**config.mk**
```make
export PLATFORM = sky130hd
export DESIGN_NAME = omem_write_sequencer
export DESIGN_NICKNAME = d
export VERILOG_FILES = /design/src/rtl/omem_write_sequencer_pkg.sv /design/src/rtl/omem_write_sequencer_rr_arbiter.sv /design/src/rtl/omem_write_sequencer.sv
export SDC_FILE = /design/constraint.sdc
export NUM_CORES = 1
export LEC_CHECK = 0
export CAP_MARGIN = 20
export CORE_AREA = 3 3 331 333
export DETAILED_ROUTE_END_ITERATION = 10
export DIE_AREA = 0 0 334 336
export PLACE_DENSITY = 0.47
export SETUP_SLACK_MARGIN = 0.3
export SYNTH_ARGS = -nofsm -noshare
export SYNTH_HDL_FRONTEND = slang
export SYNTH_SLANG_ARGS = --single-unit
```
**constraint.sdc**
```tcl
create_clock -name Clock -period 4.9 [get_ports Clock]
set_input_delay 0.98 -clock Clock [delete_from_list [all_inputs] [get_ports Clock]]
set_output_delay 0.98 -clock Clock [all_outputs]
set_load 0.02 [all_outputs]
```
**src/rtl/omem_write_sequencer_pkg.sv**
```systemverilog
// Shared definitions for the output-memory write sequencer: widths, FSM encodings,
// beat one-hot constants and the beat shift / word-select helpers.
`ifndef DATA_ROW_WIDTH
`define DATA_ROW_WIDTH 96
`endif
`ifndef WB_WIDTH
`define WB_WIDTH 32
`endif

package omem_write_sequencer_pkg;

    localparam int ROW_W = `DATA_ROW_WIDTH;
    localparam int WB_W  = `WB_WIDTH;

    typedef enum logic [1:0] {
        OMEMSEQ_IDLE   = 2'd0,
        OMEMSEQ_BEAT   = 2'd1,
        OMEMSEQ_RETIRE = 2'd2
    } omemseq_state_t;

    localparam logic [2:0] BEAT_HI  = 3'b001;
    localparam logic [2:0] BEAT_MID = 3'b010;
    localparam logic [2:0] BEAT_LO  = 3'b100;

    // Circular shift-left of the walking-one beat register.
    function automatic logic [2:0] beat_shift(input logic [2:0] beat);
        return {beat[1:0], beat[2]};
    endfunction

    // Walking-one 3-select mux: bit 0 picks the high word, bit 2 the low word.
    function automatic logic [WB_W-1:0] word_mux3(input logic [2:0] sel,
                                                  input logic [ROW_W-1:0] row);
        return ({WB_W{sel[0]}} & row[3*WB_W-1:2*WB_W]) |
               ({WB_W{sel[1]}} & row[2*WB_W-1:WB_W])   |
               ({WB_W{sel[2]}} & row[WB_W-1:0]);
    endfunction

endpackage

```
**src/rtl/omem_write_sequencer_rr_arbiter.sv**
```systemverilog
// Combinational round-robin arbiter: the search starts at ptr and wraps, the first
// requesting index wins.
module omem_rr_arbiter #(
    parameter int NUM_REQ = 4,
    parameter int IDX_W   = 2
) (
    input  logic [NUM_REQ-1:0] req,
    input  logic [IDX_W-1:0]   ptr,
    output logic [NUM_REQ-1:0] grant,
    output logic [IDX_W-1:0]   grant_idx,
    output logic               grant_valid
);

    logic [IDX_W-1:0] cand_idx [NUM_REQ];

    // cand_idx[n] is the requester examined n places after the pointer.
    for (genvar gi = 0; gi < NUM_REQ; gi++) begin : g_cand
        assign cand_idx[gi] = IDX_W'((int'(ptr) + gi) % NUM_REQ);
    end

    always_comb begin
        grant_idx = '0;
        for (int i = NUM_REQ - 1; i >= 0; i--) begin
            if (req[cand_idx[i]]) begin
                grant_idx = cand_idx[i];
            end
        end
    end

    assign grant_valid = |req;

    always_comb begin
        grant = '0;
        if (grant_valid) begin
            grant[grant_idx] = 1'b1;
        end
    end

endmodule

```
**src/rtl/omem_write_sequencer.sv**
```systemverilog
// Arbitrates 96-bit output-memory writes onto a 32-bit Wishbone port as locked
// three-beat bursts, high word first, with a per-beat acknowledge timeout.
module omem_write_sequencer
    import omem_write_sequencer_pkg::*;
#(
    parameter int NUM_REQ     = 4,
    parameter int ACK_TIMEOUT = 255
) (
    input  logic                     Clock,
    input  logic                     Reset,
    input  logic [NUM_REQ-1:0]       iRequest,
    input  logic [NUM_REQ*ROW_W-1:0] iData,
    input  logic [NUM_REQ*ROW_W-1:0] iAddress,
    output logic [NUM_REQ-1:0]       oAccept,
    output logic [NUM_REQ-1:0]       oDone,
    output logic [NUM_REQ-1:0]       oError,
    output logic                     oIdle,
    output logic [WB_W-1:0]          ADR_O,
    output logic [WB_W-1:0]          DAT_O,
    output logic                     WE_O,
    output logic                     STB_O,
    output logic                     CYC_O,
    input  logic                     ACK_I
);

    localparam int IDX_W = $clog2(NUM_REQ);
    localparam int CNT_W = (ACK_TIMEOUT > 0) ? $clog2(ACK_TIMEOUT + 1) : 1;
    localparam logic [CNT_W-1:0] CNT_LAST = CNT_W'((ACK_TIMEOUT > 0) ? ACK_TIMEOUT - 1 : 0);

    omemseq_state_t     state_reg, state_next;
    logic [2:0]         beat_reg;
    logic [CNT_W-1:0]   cnt_reg;
    logic               err_reg;
    logic               first_reg;
    logic [IDX_W-1:0]   idx_reg;
    logic [IDX_W-1:0]   ptr_reg;
    logic [ROW_W-1:0]   addr_hold_reg;
    logic [ROW_W-1:0]   data_hold_reg;
    logic [WB_W-1:0]    adr_reg;
    logic [WB_W-1:0]    dat_reg;

    logic [NUM_REQ-1:0] grant;
    logic [IDX_W-1:0]   grant_idx;
    logic               grant_valid;
    logic [ROW_W-1:0]   sel_data;
    logic [ROW_W-1:0]   sel_addr;
    logic               timeout_hit;
    logic [2:0]         beat_next;

    omem_rr_arbiter #(
        .NUM_REQ (NUM_REQ),
        .IDX_W   (IDX_W)
    ) u_arb (
        .req         (iRequest),
        .ptr         (ptr_reg),
        .grant       (grant),
        .grant_idx   (grant_idx),
        .grant_valid (grant_valid)
    );

    // AND-OR select of the winning requester's row, driven by the one-hot grant.
    always_comb begin
        sel_data = '0;
        sel_addr = '0;
        for (int i = 0; i < NUM_REQ; i++) begin
            if (grant[i]) begin
                sel_data = sel_data | iData[i*ROW_W +: ROW_W];
                sel_addr = sel_addr | iAddress[i*ROW_W +: ROW_W];
            end
        end
    end

    assign timeout_hit = (ACK_TIMEOUT != 0) && (cnt_reg == CNT_LAST);
    assign beat_next   = beat_shift(beat_reg);

    always_ff @(posedge Clock) begin
        if (!Reset) begin
            state_reg <= OMEMSEQ_IDLE;
        end else begin
            state_reg <= state_next;
        end
    end

    always_comb begin
        state_next = state_reg;
        case (state_reg)
            OMEMSEQ_IDLE: begin
                if (grant_valid) begin
                    state_next = OMEMSEQ_BEAT;
                end
            end
            OMEMSEQ_BEAT: begin
                if (ACK_I) begin
                    if (beat_reg == BEAT_LO) begin
                        state_next = OMEMSEQ_RETIRE;
                    end
                end else if (timeout_hit) begin
                    state_next = OMEMSEQ_RETIRE;
                end
            end
            OMEMSEQ_RETIRE: state_next = OMEMSEQ_IDLE;
            default:        state_next = OMEMSEQ_IDLE;
        endcase
    end

    // Burst datapath: holding registers, beat walker, ACK timeout counter, bus words.
    always_ff @(posedge Clock) begin
        if (!Reset) begin
            beat_reg      <= BEAT_HI;
            cnt_reg       <= '0;
            err_reg       <= 1'b0;
            first_reg     <= 1'b0;
            idx_reg       <= '0;
            ptr_reg       <= '0;
            addr_hold_reg <= '0;
            data_hold_reg <= '0;
            adr_reg       <= '0;
            dat_reg       <= '0;
        end else begin
            case (state_reg)
                OMEMSEQ_IDLE: begin
                    if (grant_valid) begin
                        addr_hold_reg <= sel_addr;
                        data_hold_reg <= sel_data;
                        idx_reg       <= grant_idx;
                        ptr_reg       <= (grant_idx == IDX_W'(NUM_REQ - 1)) ? '0
                                                                             : grant_idx + IDX_W'(1);
                        beat_reg      <= BEAT_HI;
                        cnt_reg       <= '0;
                        err_reg       <= 1'b0;
                        first_reg     <= 1'b1;
                        adr_reg       <= word_mux3(BEAT_HI, sel_addr);
                        dat_reg       <= word_mux3(BEAT_HI, sel_data);
                    end
                end
                OMEMSEQ_BEAT: begin
                    first_reg <= 1'b0;
                    if (ACK_I) begin
                        cnt_reg <= '0;
                        if (beat_reg != BEAT_LO) begin
                            beat_reg <= beat_next;
                            adr_reg  <= word_mux3(beat_next, addr_hold_reg);
                            dat_reg  <= word_mux3(beat_next, data_hold_reg);
                        end
                    end else if (timeout_hit) begin
                        err_reg <= 1'b1;
                    end else if (ACK_TIMEOUT != 0) begin
                        cnt_reg <= cnt_reg + CNT_W'(1);
                    end
                end
                default: begin
                    beat_reg  <= BEAT_HI;
                    first_reg <= 1'b0;
                end
            endcase
        end
    end

    always_comb begin
        oAccept = '0;
        oDone   = '0;
        oError  = '0;
        oIdle   = (state_reg == OMEMSEQ_IDLE);
        CYC_O   = (state_reg == OMEMSEQ_BEAT);
        STB_O   = (state_reg == OMEMSEQ_BEAT);
        WE_O    = (state_reg == OMEMSEQ_BEAT);
        if (state_reg == OMEMSEQ_BEAT && first_reg) begin
            oAccept[idx_reg] = 1'b1;
        end
        if (state_reg == OMEMSEQ_RETIRE) begin
            if (err_reg) begin
                oError[idx_reg] = 1'b1;
            end else begin
                oDone[idx_reg] = 1'b1;
            end
        end
    end

    assign ADR_O = adr_reg;
    assign DAT_O = dat_reg;

endmodule

```
* Yosys cells after proc, flatten, opt, wreduce, memory -nomap -nowiden
Index checks and enable logic that the tools add are counted.
** Operators by class
- $add $sub $neg :: 5
- Magnitude comparators :: 8
- Eq/ne operators :: 14
- Muxes and demuxes :: 56
- Bitwise logic cells :: 16
- Reductions and logical operators :: 13
** Operators with widths (count)
- 2-to-1 mux 96 bit :: 8
- OR 96 bit :: 6
- AND 32 bit :: 6
- 2-to-1 mux 32 bit :: 6
- OR 32 bit :: 4
- case mux 32 bit (2 select lines) :: 2
- 2-to-1 mux 4 bit :: 6
- 2-to-1 mux 8 bit :: 3
- < comparator 2 x 3 -> 1 bit (second input constant) :: 6
- 2-to-1 mux 2 bit :: 9
- case mux 8 bit (2 select lines) :: 1
- 2-to-1 mux 1 bit :: 9
- 2-to-1 mux 3 bit :: 3
- AND reduction 3 bit :: 3
- adder 8 x 1 -> 8 bit (second input constant) :: 1
- binary-select mux 1 bit (select 2 bit) :: 4
- == test 8 bit (second input constant) :: 1
- inequality test 2 x 1 -> 1 bit (second input constant) :: 4
- AND reduction 4 bit :: 2
- inequality test 3 bit (second input constant) :: 2
- case mux 3 bit (2 select lines) :: 1
- adder 2 x 1 -> 2 bit (second input constant) :: 2
- adder 2 bit (second input constant) :: 2
- demux 1 bit (select 2 bit) :: 2
- other kinds (14) :: 19
** Storage, ports and cells
- Flip-flop bits (word level) :: 275
- Input port bits :: 775
- Output and inout port bits :: 80
- Word-level logic and storage cells :: 123

* Logic depth before layout (Yosys ltp)
Gate-level depths: netlist (run 1).
- Depth after elaboration :: 21
- Depth in mapped cells :: 11
- Mapped depth without buffers :: 9

* Cells and area by module
Synthesis (run 1) repeated with hierarchy kept, for this count alone.
** Unflattened totals
- Cell total of the unflattened synthesis :: 1615
- Area, all modules :: 13944.6 um2
** By module, submodules not included
- omem_write_sequencer :: instances 1, cells an instance 1582, area each 13733.2 um2, sequential area each 5505.3 um2
- omem_rr_arbiter :: instances 1, cells an instance 33, area each 211.5 um2, sequential area each 0.0 um2

* Worst setup path before layout (run 1)
OpenSTA, ideal clock, no wires.
- Kind :: input to register
- Start :: input port iRequest[2]
- End :: register dat_reg[21], in the netlist DAT_O[21]
- Library setup time :: 117 ps
- Arrival :: 2901 ps
- Data required time :: 4783 ps
- Setup slack :: 1882 ps
- Stages :: 10
- Cell sequence :: nor2b_1 -> a21o_1 -> a211oi_1 -> inv_1 -> ha_1 -> buf_2 -> a22o_1 -> a221oi_1 -> o22ai_1 -> a22o_1
** Between the ends
- Cells in the longest elaborated chain, start to end :: 20
** RTL lines
- start, declared :: RTL line omem_write_sequencer.sv:11 : input logic [NUM_REQ-1:0] iRequest,
- binary-select mux 1 bit (select 2 bit) :: RTL line omem_write_sequencer_rr_arbiter.sv:24 : if (req[cand_idx[i]]) begin
- 2-to-1 mux 1 bit (not written as such) :: RTL line omem_write_sequencer_rr_arbiter.sv:24
- 2-to-1 mux 2 bit (3 in a row) :: RTL line omem_write_sequencer_rr_arbiter.sv:24
- 2-to-1 mux 2 bit * :: RTL line omem_write_sequencer_rr_arbiter.sv:24
- via grant_idx[0] :: RTL line omem_write_sequencer.sv:43 : logic [IDX_W-1:0] grant_idx;
- < comparator 2 x 3 -> 1 bit (not written as such) or >= comparator 2 x 1 -> 1 bit (tied branches) :: RTL line omem_write_sequencer_rr_arbiter.sv:35 : grant[grant_idx] = 1'b1;
- logical AND 1 bit (not written as such) :: RTL line omem_write_sequencer_rr_arbiter.sv:35
- 2-to-1 mux 1 bit (not written as such) :: RTL line omem_write_sequencer_rr_arbiter.sv:35
- (+3 left out)
- OR 96 bit :: RTL line omem_write_sequencer.sv:67 : sel_data = sel_data | iData[i*ROW_W +: ROW_W];
- 2-to-1 mux 96 bit :: RTL line omem_write_sequencer.sv:66 : if (grant[i]) begin
- OR 96 bit :: RTL line omem_write_sequencer.sv:67
- 2-to-1 mux 96 bit :: RTL line omem_write_sequencer.sv:66
- OR 96 bit :: RTL line omem_write_sequencer.sv:67
- 2-to-1 mux 96 bit * :: RTL line omem_write_sequencer.sv:66
- 2-to-1 mux 32 bit * :: RTL line omem_write_sequencer.sv:122 : if (grant_valid) begin
- case mux 32 bit (2 select lines) * :: RTL line omem_write_sequencer.sv:120 : case (state_reg)
- end signal, assigned :: RTL line omem_write_sequencer.sv:133 : dat_reg <= word_mux3(BEAT_HI, sel_data);
- end signal, assigned :: RTL line omem_write_sequencer.sv:143 : dat_reg <= word_mux3(beat_next, data_hold_reg);
- end, declared :: RTL line omem_write_sequencer.sv:40 : logic [WB_W-1:0] dat_reg;
Mark *: on every way through the listed nets, which the timed path passes. The rest lies on a longest branch. The select of a mux whose other input is x is not followed.
A chain may end at the register's enable or synchronous reset.

* Worst setup path in the final report (run 1)
- Start :: input port iRequest[2]
- End :: register dat_reg[15], in the netlist DAT_O[15]
The elaborated chain is that of the path after synthesis.

==> results of run 1 <==
==> per-layer routing <==
layer	global-route usage, %	share of wire (%)	wire length [µm]	up-vias
met1	20.9	44	41600	8625
met4	2.62	1.4	1270	6
met2	26.1	47	44300	744
li1	-	-	-	8369
met3	3.18	6.8	6400	75
met5	0	0.037	35	-
==> cell families (layout without fill, tap and decap cells) <==
group | after synthesis | after routing
DFF | 275 | 275
adders and majority gates | 6 | 6
other | 0 | 2
buffers and inverters | 215 | 988
muxes | 1 | 1
and+or+nand+nor | 479 | 479
AOI/OAI and AO/OA | 759 | 759
==> cells in the mapped netlist, types with 2 or more instances <==
master	n	area [µm²]
buf_2	38	190
nor2b_1	3	18.8
nand3_1	9	45.0
dfxtp_1	275	5510
a221oi_1	10	87.6
nand2b_1	4	25.0
nor2_1	309	1160
a22oi_1	365	2740
o2bb2ai_1	54	473
or3_1	4	25.0
ha_1	6	75.1
nor3_1	60	300
a311oi_1	129	1130
buf_6	18	203
or4_1	4	30.0
o31ai_1	4	30.0
a21o_1	2	15.0
buf_4	6	45.0
a211oi_1	11	82.6
a22o_1	20	175
nand3b_1	2	15.0
buf_1	5	18.8
inv_2	2	7.51
o2111ai_1	3	26.3
a222oi_1	64	641
a21oi_1	71	355
nand2_1	71	267
o22ai_1	11	68.8
clkbuf_1	137	514
inv_1	9	33.8
o21ai_0	11	55.1
==> metrics by stage <==
| stage | util [%] | hold slack [ns] | instances | total power, mW |
|---|---|---|---|---|
| after floorplan | - | 0.436 | 1735 | 4.77 |
| after global placement | 23.0 | 0.445 | 3850 | 6.71 |
| after detailed placement | 23.0 | 0.446 | 3850 | 6.72 |
| after CTS | 24.1 | 0.463 | 3911 | 9.40 |
| after global routing | 24.1 | 0.475 | 3911 | 9.78 |
| final | 24.1 | 0.462 | 3913 | 9.26 |
==> how the worst min path moves through the flow <==
| stage | startpoint | slack (ns) | cells past startpoint | end |
|---|---|---|---|---|
| floorplan | addr_hold_reg[95] | 0.44 | 2 | addr_hold_reg[95] |
| global placement | ADR_O[16] | 0.45 | 1 | ADR_O[16] |
| detailed placement | ADR_O[21] | 0.45 | 1 | ADR_O[21] |
| CTS | data_hold_reg[95] | 0.46 | 2 | data_hold_reg[95] |
| global route | DAT_O[6] | 0.47 | 1 | DAT_O[6] |
| finish | data_hold_reg[95] | 0.46 | 2 | data_hold_reg[95] |
==> worst min-delay path, delay by kind of cell, from the launching register on <==
family	cells	cell delay, ns
AO/OA/AOI/OAI	1	0.05
AND/OR/NAND/NOR	1	0.05
flip-flops	1	0.31
==> power by group <==
| part | leakage [nW] | switching, mW | internal, mW |
|---|---|---|---|
| clock network | 0.557 | 1.07 | 1.53 |
| logic | 6.06 | 2.05 | 1.64 |
| registers | 2.28 | 0.332 | 2.64 |
==> final cells by class <==
class                           count  share of cell area, %
Clock buffer                       55                   4.25
Inverter                           11                  0.189
Timing Repair Buffer              916                   35.8
Antenna cell                        2                 0.0194
Multi-Input combinational cell   1245                   31.4
Sequential cell                   275                   21.4
Clock inverter                      6                  0.141
Tap cell                         1403                   6.81
==> cells in the final DEF (no fill, tap or decap), types with 4 or more instances in the layout <==
master and count:
buf_12 17, clkbuf_16 38, clkdlybuf4s50_1 854, or3_1 4, o22ai_1 11, a221oi_1 10, nand2_1 71, inv_1 9
ha_4 4, clkbuf_8 8, a222oi_1 64, a22o_1 20, o2bb2ai_1 54, a211oi_1 11, dfxtp_1 272, clkbuf_1 9
nand3_1 9, nor3_1 60, buf_4 45, a22oi_1 365, a311oi_1 129, nor2_1 309, a21oi_1 71, o21ai_0 11
or4_1 4, o31ai_1 4, clkinv_2 4
==> out/results.ini, run 1 <==
[drt]
post_drt_wl_per_cell_um = 23.9
drtAntennaViolNets = 0
routed_via_density = 4.55
via_count = 17800
drc = 0
drtIter0Drc = 1516
finalWirelength_um = 93600
dr.pass1.iters = 7

[sta]
period_share_pct = 74.1
tightest_slew_ns = 1.03
period_needed_ns = 3.63
fin_skew_ns = 0.0179
setup_viol = 0
finalHoldViolCount = 0
setup_slack_ns = 1.27
slew_violations = 0
grt_setup_unrepaired = no
fin_tns_setup_ns = 0
slew_headroom_pct = 31.0
max_freq_ghz = 0.276

[critical_path]
crit_chain = clkdlybuf4s50_1 -> nor2b_1 -> a21o_1 -> a211oi_1 -> buf_4 -> inv_1 -> ha_4 -> buf_12 -> a22oi_1 -> nand2_1 -> a21oi_1 -> o2bb2ai_1
rr_startpoint = ptr_reg[1]
worstSetupPathType = primary input to register
cp_slowest_cell = a22oi_1
crit_fanout = 48
worst_r2r_path_depth = 10
crit_start = iRequest[2]
critical_path_buf_inv_count = 4
endpoint = DAT_O[15]
worstPathArrival_ns = 4.04
cp-end-kind = register
crit_required_ns = 5.31
worst_setup_path_start_kind = primary input
r2r-end = DAT_O[15]
rrSetupSlack_ns = 1.98
crit_family = compound AO/OA/AOI/OAI gates
critical_path_depth = 12
max_stage_delay_ns = 0.73

[yosys]
ys.flop_type = dfxtp_1
synth-edff-count = 0
syn_inst = 1735
ys_types = 49
async_reset_ff_share_pct = 0
synth_warnings = 0
synthAdderAreaFrac_pct = 0.517
synth_compound_area_share_pct = 40.7
synth_xor_area_share_pct = 0
synth_fp_nets = 2516
synthSimpleGateAreaFrac_pct = 13.8
muxShareOfSynthArea_pct = 0.0689
synth_seq_cells = 275
syn-mean-instance-area_um2 = 8.37
seq_area_frac_synth_pct = 37.9
synth_area_mm2 = 0.0145
synth_top_family_by_area = compound AO/OA/AOI/OAI gates

[layout]
finalInstanceArea_mm2 = 0.0258
fill_cells = 11700
drive_above_1_share_pct = 5.26
multiInputGateArea_mm2 = 0.00808
final_nets = 3267
seq_area_mm2 = 0.00552
areaGrowthSynthToFinish_pct = 77.4

[global_routing]
grt.total_usage_pct = 15.6
first_global_vias = 18000
grt_pass1_wl_um = 129000
antenna_found_initial = 13
grt-ovfl-total = 0
grt_max_degree = 145

[power_and_ir_drop]
ir_drop_mv = 0.164
p_per_area_mw_per_mm2 = 359
leakagePower_nw = 8.89

[clock_tree]
clkSlewWorstSetupHoldPaths_ns = 0.06
cts_tree = yes
cts_buffers = 37
clockRootBuffer = clkbuf_16
cts.sinks = 275
h-tree-depth = 2
clock_latency_ns = 0.54
cts_resized = 0
post-cts-setup-buffers = 0
postCtsHoldBufs = 0
clockBufferDepth = 3

[floorplan]
fp.coreArea_mm2 = 0.107
die_y_um = 336
start_util_pct = 13.6
die_x_um = 334
ios = 855
rows = 120
die-area_mm2 = 0.112

[placement]
port_buffers = 854
placed_area_mm2 = 0.0246
post-place-ws_ns = 0.850
gp_congestion = 0.833
hpwl_um = 71700

[outcome]
status = completed

[run]
max_cap_violations = 0

[hold_path]
hold_path.class = register to register

No activity file was read; power rests on OpenSTA's default activity.
==> inputs of run 2 (changes only) <==
--- a/config.mk
+++ b/config.mk
@@ -6,9 +6,9 @@
 export NUM_CORES = 1
 export LEC_CHECK = 0
 export CAP_MARGIN = 20
-export CORE_AREA = 3 3 331 333
+export CORE_AREA = 3 3 333 335
 export DETAILED_ROUTE_END_ITERATION = 10
-export DIE_AREA = 0 0 334 336
+export DIE_AREA = 0 0 336 338
 export PLACE_DENSITY = 0.47
 export SETUP_SLACK_MARGIN = 0.3
 export SYNTH_ARGS = -nofsm -noshare
==> constraint.sdc (replaced) <==
create_clock -name Clock -period 3.7 [get_ports Clock]
set_input_delay 0.74 -clock Clock [delete_from_list [all_inputs] [get_ports Clock]]
set_output_delay 0.74 -clock Clock [all_outputs]
set_load 0.02 [all_outputs]
==> out/results.ini, run 2 (synthesis results as in run 1) <==
[outcome]
status = completed

[placement]
port_buffers = 854  ; unchanged
gp_congestion = 0.862  ; +3.4%
hpwl_um = 73800  ; +3.0%
post-place-ws_ns = -0.0650  ; -0.915 ns
placed_area_mm2 = 0.0250  ; +1.4%

[power_and_ir_drop]
leakagePower_nw = 9.08  ; +2.1%
ir_drop_mv = 0.225  ; +37%
p_per_area_mw_per_mm2 = 477  ; +33%

[critical_path]
cp-end-kind = register
worst_r2r_path_depth = 9  ; -1
crit_chain = clkdlybuf4s50_1 -> inv_1 -> a311oi_1 -> or2_2 -> inv_1 -> ha_4 -> buf_12 -> a22oi_1 -> buf_4 -> a311oi_1
worstPathArrival_ns = 3.63  ; -0.41 ns
crit_required_ns = 4.08  ; -1.23 ns
crit_start = iRequest[1]
max_stage_delay_ns = 0.64  ; -0.09 ns
worst_setup_path_start_kind = primary input
crit_family = buffers and inverters
rr_startpoint = ptr_reg[1]
r2r-end = addr_hold_reg[7]
worstSetupPathType = primary input to register
rrSetupSlack_ns = 0.90  ; -1.08 ns
crit_fanout = 31  ; -35%
critical_path_buf_inv_count = 5  ; +1
cp_slowest_cell = clkdlybuf4s50_1

[drt]
dr.pass1.iters = 7  ; unchanged
via_count = 18100  ; +1.8%
drc = 0  ; unchanged
post_drt_wl_per_cell_um = 24.1  ; +0.86%
drtIter0Drc = 1639  ; +8.1%
drtAntennaViolNets = 0  ; unchanged
finalWirelength_um = 95400  ; +2.0%
routed_via_density = 4.59  ; +0.73%

[layout]
final_nets = 3296  ; +0.89%
mostFrequentLayoutCell = clkdlybuf4s50_1
layout_common_cells = clkdlybuf4s50_1, a22oi_1, nor2_1
areaGrowthSynthToFinish_pct = 79.8
drive_above_1_share_pct = 6.31  ; +1.0 points
finalInstanceArea_mm2 = 0.0261  ; +1.4%

[sta]
slew_violations = 0  ; unchanged
fin_skew_ns = 0.0195  ; +0.00160 ns
fin_hold_ws_ns = 0.459  ; -0.00280 ns
period_needed_ns = 3.25
setup_viol = 0  ; unchanged
grt_setup_unrepaired = no
slew_headroom_pct = 33.4  ; +2.4 points
setup_slack_ns = 0.446  ; -0.825 ns
period_share_pct = 87.9
max_freq_ghz = 0.307
tightest_slew_ns = 0.999  ; -0.0276 ns
finalHoldViolCount = 0  ; unchanged

[floorplan]
rows = 121  ; +0.83%
fp.coreArea_mm2 = 0.108  ; +1.4%
die_x_um = 336  ; +0.60%
die_y_um = 338  ; +0.60%
die-area_mm2 = 0.114  ; +1.2%
start_util_pct = 13.4  ; -0.19 points
ios = 855  ; unchanged

[hold_path]
hold_path.class = register to register
min_from = ADR_O[20]
min_to = ADR_O[20]
hold_depth = 1  ; -1

[global_routing]
first_global_vias = 18000  ; +0.32%
grt-ovfl-total = 0  ; unchanged
antenna_found_initial = 18  ; +5
grt.total_usage_pct = 15.7  ; +0.13 points
grt_pass1_wl_um = 130000  ; +0.72%
grt_max_degree = 172  ; +19%

[clock_tree]
clockRootBuffer = clkbuf_16
clkSlewWorstSetupHoldPaths_ns = 0.06  ; about the same
post-cts-setup-buffers = 0  ; unchanged
cts.sinks = 275  ; unchanged
cts_buffers = 36  ; -2.7%
clockBufferDepth = 3  ; unchanged
cts_tree = yes
cts_resized = 0  ; unchanged
h-tree-depth = 2  ; unchanged
postCtsHoldBufs = 0  ; unchanged
clock_latency_ns = 0.55  ; about the same

[run]
max_cap_violations = 0  ; unchanged

-- run 2: worst max path at each step --
stage | to | slack [ns] | depth (start not counted)
floorplan | DAT_O[21] | 0.92 | 10
global placement | addr_hold_reg[7] | -0.07 | 10
detailed placement | addr_hold_reg[7] | -0.07 | 10
CTS | addr_hold_reg[7] | 0.53 | 10
global route | addr_hold_reg[38] | 0.31 | 10
finish | addr_hold_reg[7] | 0.45 | 10
-- run 2: area by class of cell --
class                           count  area, µm²
Antenna cell                        6       15.0
Clock buffer                       50       1030
Clock inverter                      9       98.8
Fill cell                       11900      82300
Inverter                           11       48.8
Multi-Input combinational cell   1245       8080
Sequential cell                   275       5520
Tap cell                         1414       1770
Timing Repair Buffer              946       9560
-- run 2: per-stage QoR --
stage / cells / TNS [ns] / utilization (%) / total power [mW]
after floorplan: 1735 / 0 / - / 6.31
after global placement: 3891 / -0.129 / 23.0 / 9.03
after detailed placement: 3891 / -0.156 / 23.0 / 9.04
after CTS: 3950 / 0 / 24.1 / 12.6
after global routing: 3950 / 0 / 24.1 / 13.2
final: 3956 / 0 / 24.1 / 12.4
-- run 2: metal layers --
metal	track usage (%)	wire [µm]	vias to the layer above
li1	-	-	8446
met4	3.97	2080	8
met1	20.7	41000	8781
met3	3.66	7560	103
met2	25.8	44800	808
met5	0	52	-
-- run 2: report_power, final --
group          total, mW  leakage [nW]  switching (mW)  internal [mW]
Clock               3.49         0.557            1.42           2.06
Sequential          3.95          2.28           0.456           3.50
Combinational       5.01          6.25            2.74           2.27
Total               12.4          9.08            4.62           7.83
==> inputs of run 3 (changes only) <==
--- a/config.mk
+++ b/config.mk
@@ -7,9 +7,12 @@
 export LEC_CHECK = 0
 export CAP_MARGIN = 20
 export CORE_AREA = 3 3 333 335
+export CTS_BUF_LIST = sky130_fd_sc_hd__clkbuf_8
+export CTS_CLUSTER_DIAMETER = 200
 export DETAILED_ROUTE_END_ITERATION = 10
 export DIE_AREA = 0 0 336 338
 export PLACE_DENSITY = 0.47
+export REMOVE_ABC_BUFFERS = 1
 export SETUP_SLACK_MARGIN = 0.3
 export SYNTH_ARGS = -nofsm -noshare
 export SYNTH_HDL_FRONTEND = slang
==> out/results.ini, run 3 (synthesis results as in run 1) <==
[drt]
routed_via_density = 4.48  ; -2.4%
via_count = 17900  ; -1.3%
dr.pass1.iters = 6  ; -1
finalWirelength_um = 87600  ; -8.2%
drtIter0Drc = 1148  ; -30%
drtAntennaViolNets = 0  ; unchanged
post_drt_wl_per_cell_um = 21.9  ; -9.3%
drc = 0  ; unchanged

[global_routing]
grt_pass1_wl_um = 122000  ; -6.0%
grt.total_usage_pct = 14.4  ; -1.3 points
grt-ovfl-total = 0  ; unchanged
antenna_found_initial = 5  ; -13
first_global_vias = 18100  ; +0.52%
grt_max_degree = 139  ; -19%

[sta]
period_needed_ns = 3.17  ; -0.0859 ns
max_freq_ghz = 0.316  ; +2.7%
tightest_slew_ns = 0.796  ; -0.203 ns
setup_slack_ns = 0.532  ; +0.0859 ns
period_share_pct = 85.6  ; -2.3 points
fin_hold_ws_ns = 0.460  ; +0.00158 ns
slew_headroom_pct = 47.0  ; +14 points
setup_viol = 0  ; unchanged
fin_skew_ns = 0.0242  ; +0.00473 ns
fin_tns_setup_ns = 0  ; unchanged
finalHoldViolCount = 0  ; unchanged
slew_violations = 0  ; unchanged
grt_setup_unrepaired = no

[clock_tree]
clockRootBuffer = clkbuf_8
cts_buffers = 53  ; +47%
cts_tree = yes
clock_latency_ns = 0.65  ; +0.10 ns
clkSlewWorstSetupHoldPaths_ns = 0.06  ; about the same
postCtsHoldBufs = 0  ; unchanged
h-tree-depth = 2  ; unchanged
clockBufferDepth = 3  ; unchanged
cts.sinks = 275  ; unchanged

[critical_path]
crit_start = state_reg[1]
worstPathArrival_ns = 2.43  ; -1.20 ns
worst_setup_path_start_kind = register
crit_required_ns = 2.96  ; -1.12 ns
worstSetupPathType = register to primary output
rr_startpoint = state_reg[1]
cp-end-kind = primary output
crit_fanout = 11  ; -65%

[layout]
final_cell_count_no_fill = 4002  ; +1.2%
multiInputGateArea_mm2 = 0.00809  ; about the same
final_nets = 3330  ; +1.0%
seq_area_mm2 = 0.00552  ; unchanged
layout_common_cells = clkdlybuf4s50_1, a22oi_1, nor2_1
drive_above_1_share_pct = 8.08  ; +1.8 points
areaGrowthSynthToFinish_pct = 80.7
finalInstanceArea_mm2 = 0.0262  ; +0.46%
finish.utilization_pct = 24.2  ; +0.11 points
mostFrequentLayoutCell = clkdlybuf4s50_1
fill_cells = 11900  ; +0.58%

[floorplan]
rows = 121  ; unchanged
die_y_um = 338  ; unchanged
die-area_mm2 = 0.114  ; unchanged
start_util_pct = 13.4  ; unchanged
fp.coreArea_mm2 = 0.108  ; unchanged
ios = 855  ; unchanged
die_x_um = 336  ; unchanged

[placement]
place_inst = 3907  ; +0.41%
hpwl_um = 69000  ; -6.6%
post-place-ws_ns = 0.0153  ; +0.0803 ns
port_buffers = 854  ; unchanged
gp_congestion = 0.859  ; -0.31%
placed_area_mm2 = 0.0251  ; +0.33%

[power_and_ir_drop]
power.internal_mw = 7.72  ; -1.4%
p_clk_share_pct = 27.6  ; -0.4 points
power_mw = 12.2  ; -2.1%
p_comb_share_pct = 40.8  ; +0.6 points
seq_power_share_pct = 31.6  ; -0.2 points
ir_drop_mv = 0.207  ; -7.9%
leakagePower_nw = 9.24  ; +1.7%
p_per_area_mw_per_mm2 = 464  ; -2.5%
switching_power_mw = 4.47  ; -3.2%
netSwitchingFraction_pct = 36.7  ; -0.43 points

[run]
max_cap_violations = 0  ; unchanged

[hold_path]
min_from = ADR_O[2]
hold_path.class = register to register

[outcome]
status = completed

==> run 3: critical path, stage by stage (launching register included) <==
cell and delay, ns:
dfxtp_1 0.43, nand2b_4 0.20, inv_2 0.17, nand2_1 0.11, nor3_2 0.22, clkdlybuf4s50_1 0.66
==> run 3: path summary, 6_finish.rpt <==
| kind | endpoint | slack [ns] | cells after the start |
|---|---|---|---|
| max | oAccept[0] | 0.53 | 5 |
| min | ADR_O[2] | 0.46 | 1 |
| max reg2reg | cnt_reg[3] | 0.73 | 7 |
| min reg2reg | ADR_O[2] | 0.46 | 1 |
==> run 3: power by group through the flow <==
stage               Combinational, mW  Sequential (mW)  Clock [mW]
finish                           4.97             3.86        3.36
global route                     5.41             3.92        3.64
CTS                              5.04             3.86        3.53
detailed placement               5.02             3.91           0
global placement                 5.01             3.92           0
floorplan                        2.35             3.95           0
==> run 3: layout make-up <==
| type | instances | area share [%] |
|---|---|---|
| well taps | 1414 | 6.74 |
| multi-input cells | 1245 | 30.8 |
| flip-flops and latches | 275 | 21.0 |
| clock inverters | 21 | 0.644 |
| diodes | 1 | 0.00954 |
| clock buffers | 72 | 3.78 |
| repair buffers | 963 | 36.8 |
| inverters | 11 | 0.186 |
==> run 3: layer usage <==
layer / up-vias / share of wire, % / global-route usage (%)
met3: 113 / 7.4 / 3.38
met2: 731 / 49 / 24.9
met5: - / 0.014 / 0
li1: 8509 / - / -
met4: 2 / 2.2 / 3.68
met1: 8561 / 41 / 17.9
==> run 3: timing repair <==
item,in CTS,in global routing
buffers inserted,0,0
pin swaps,0,0
gates resized for setup,1,1
setup endpoints to repair,1,1
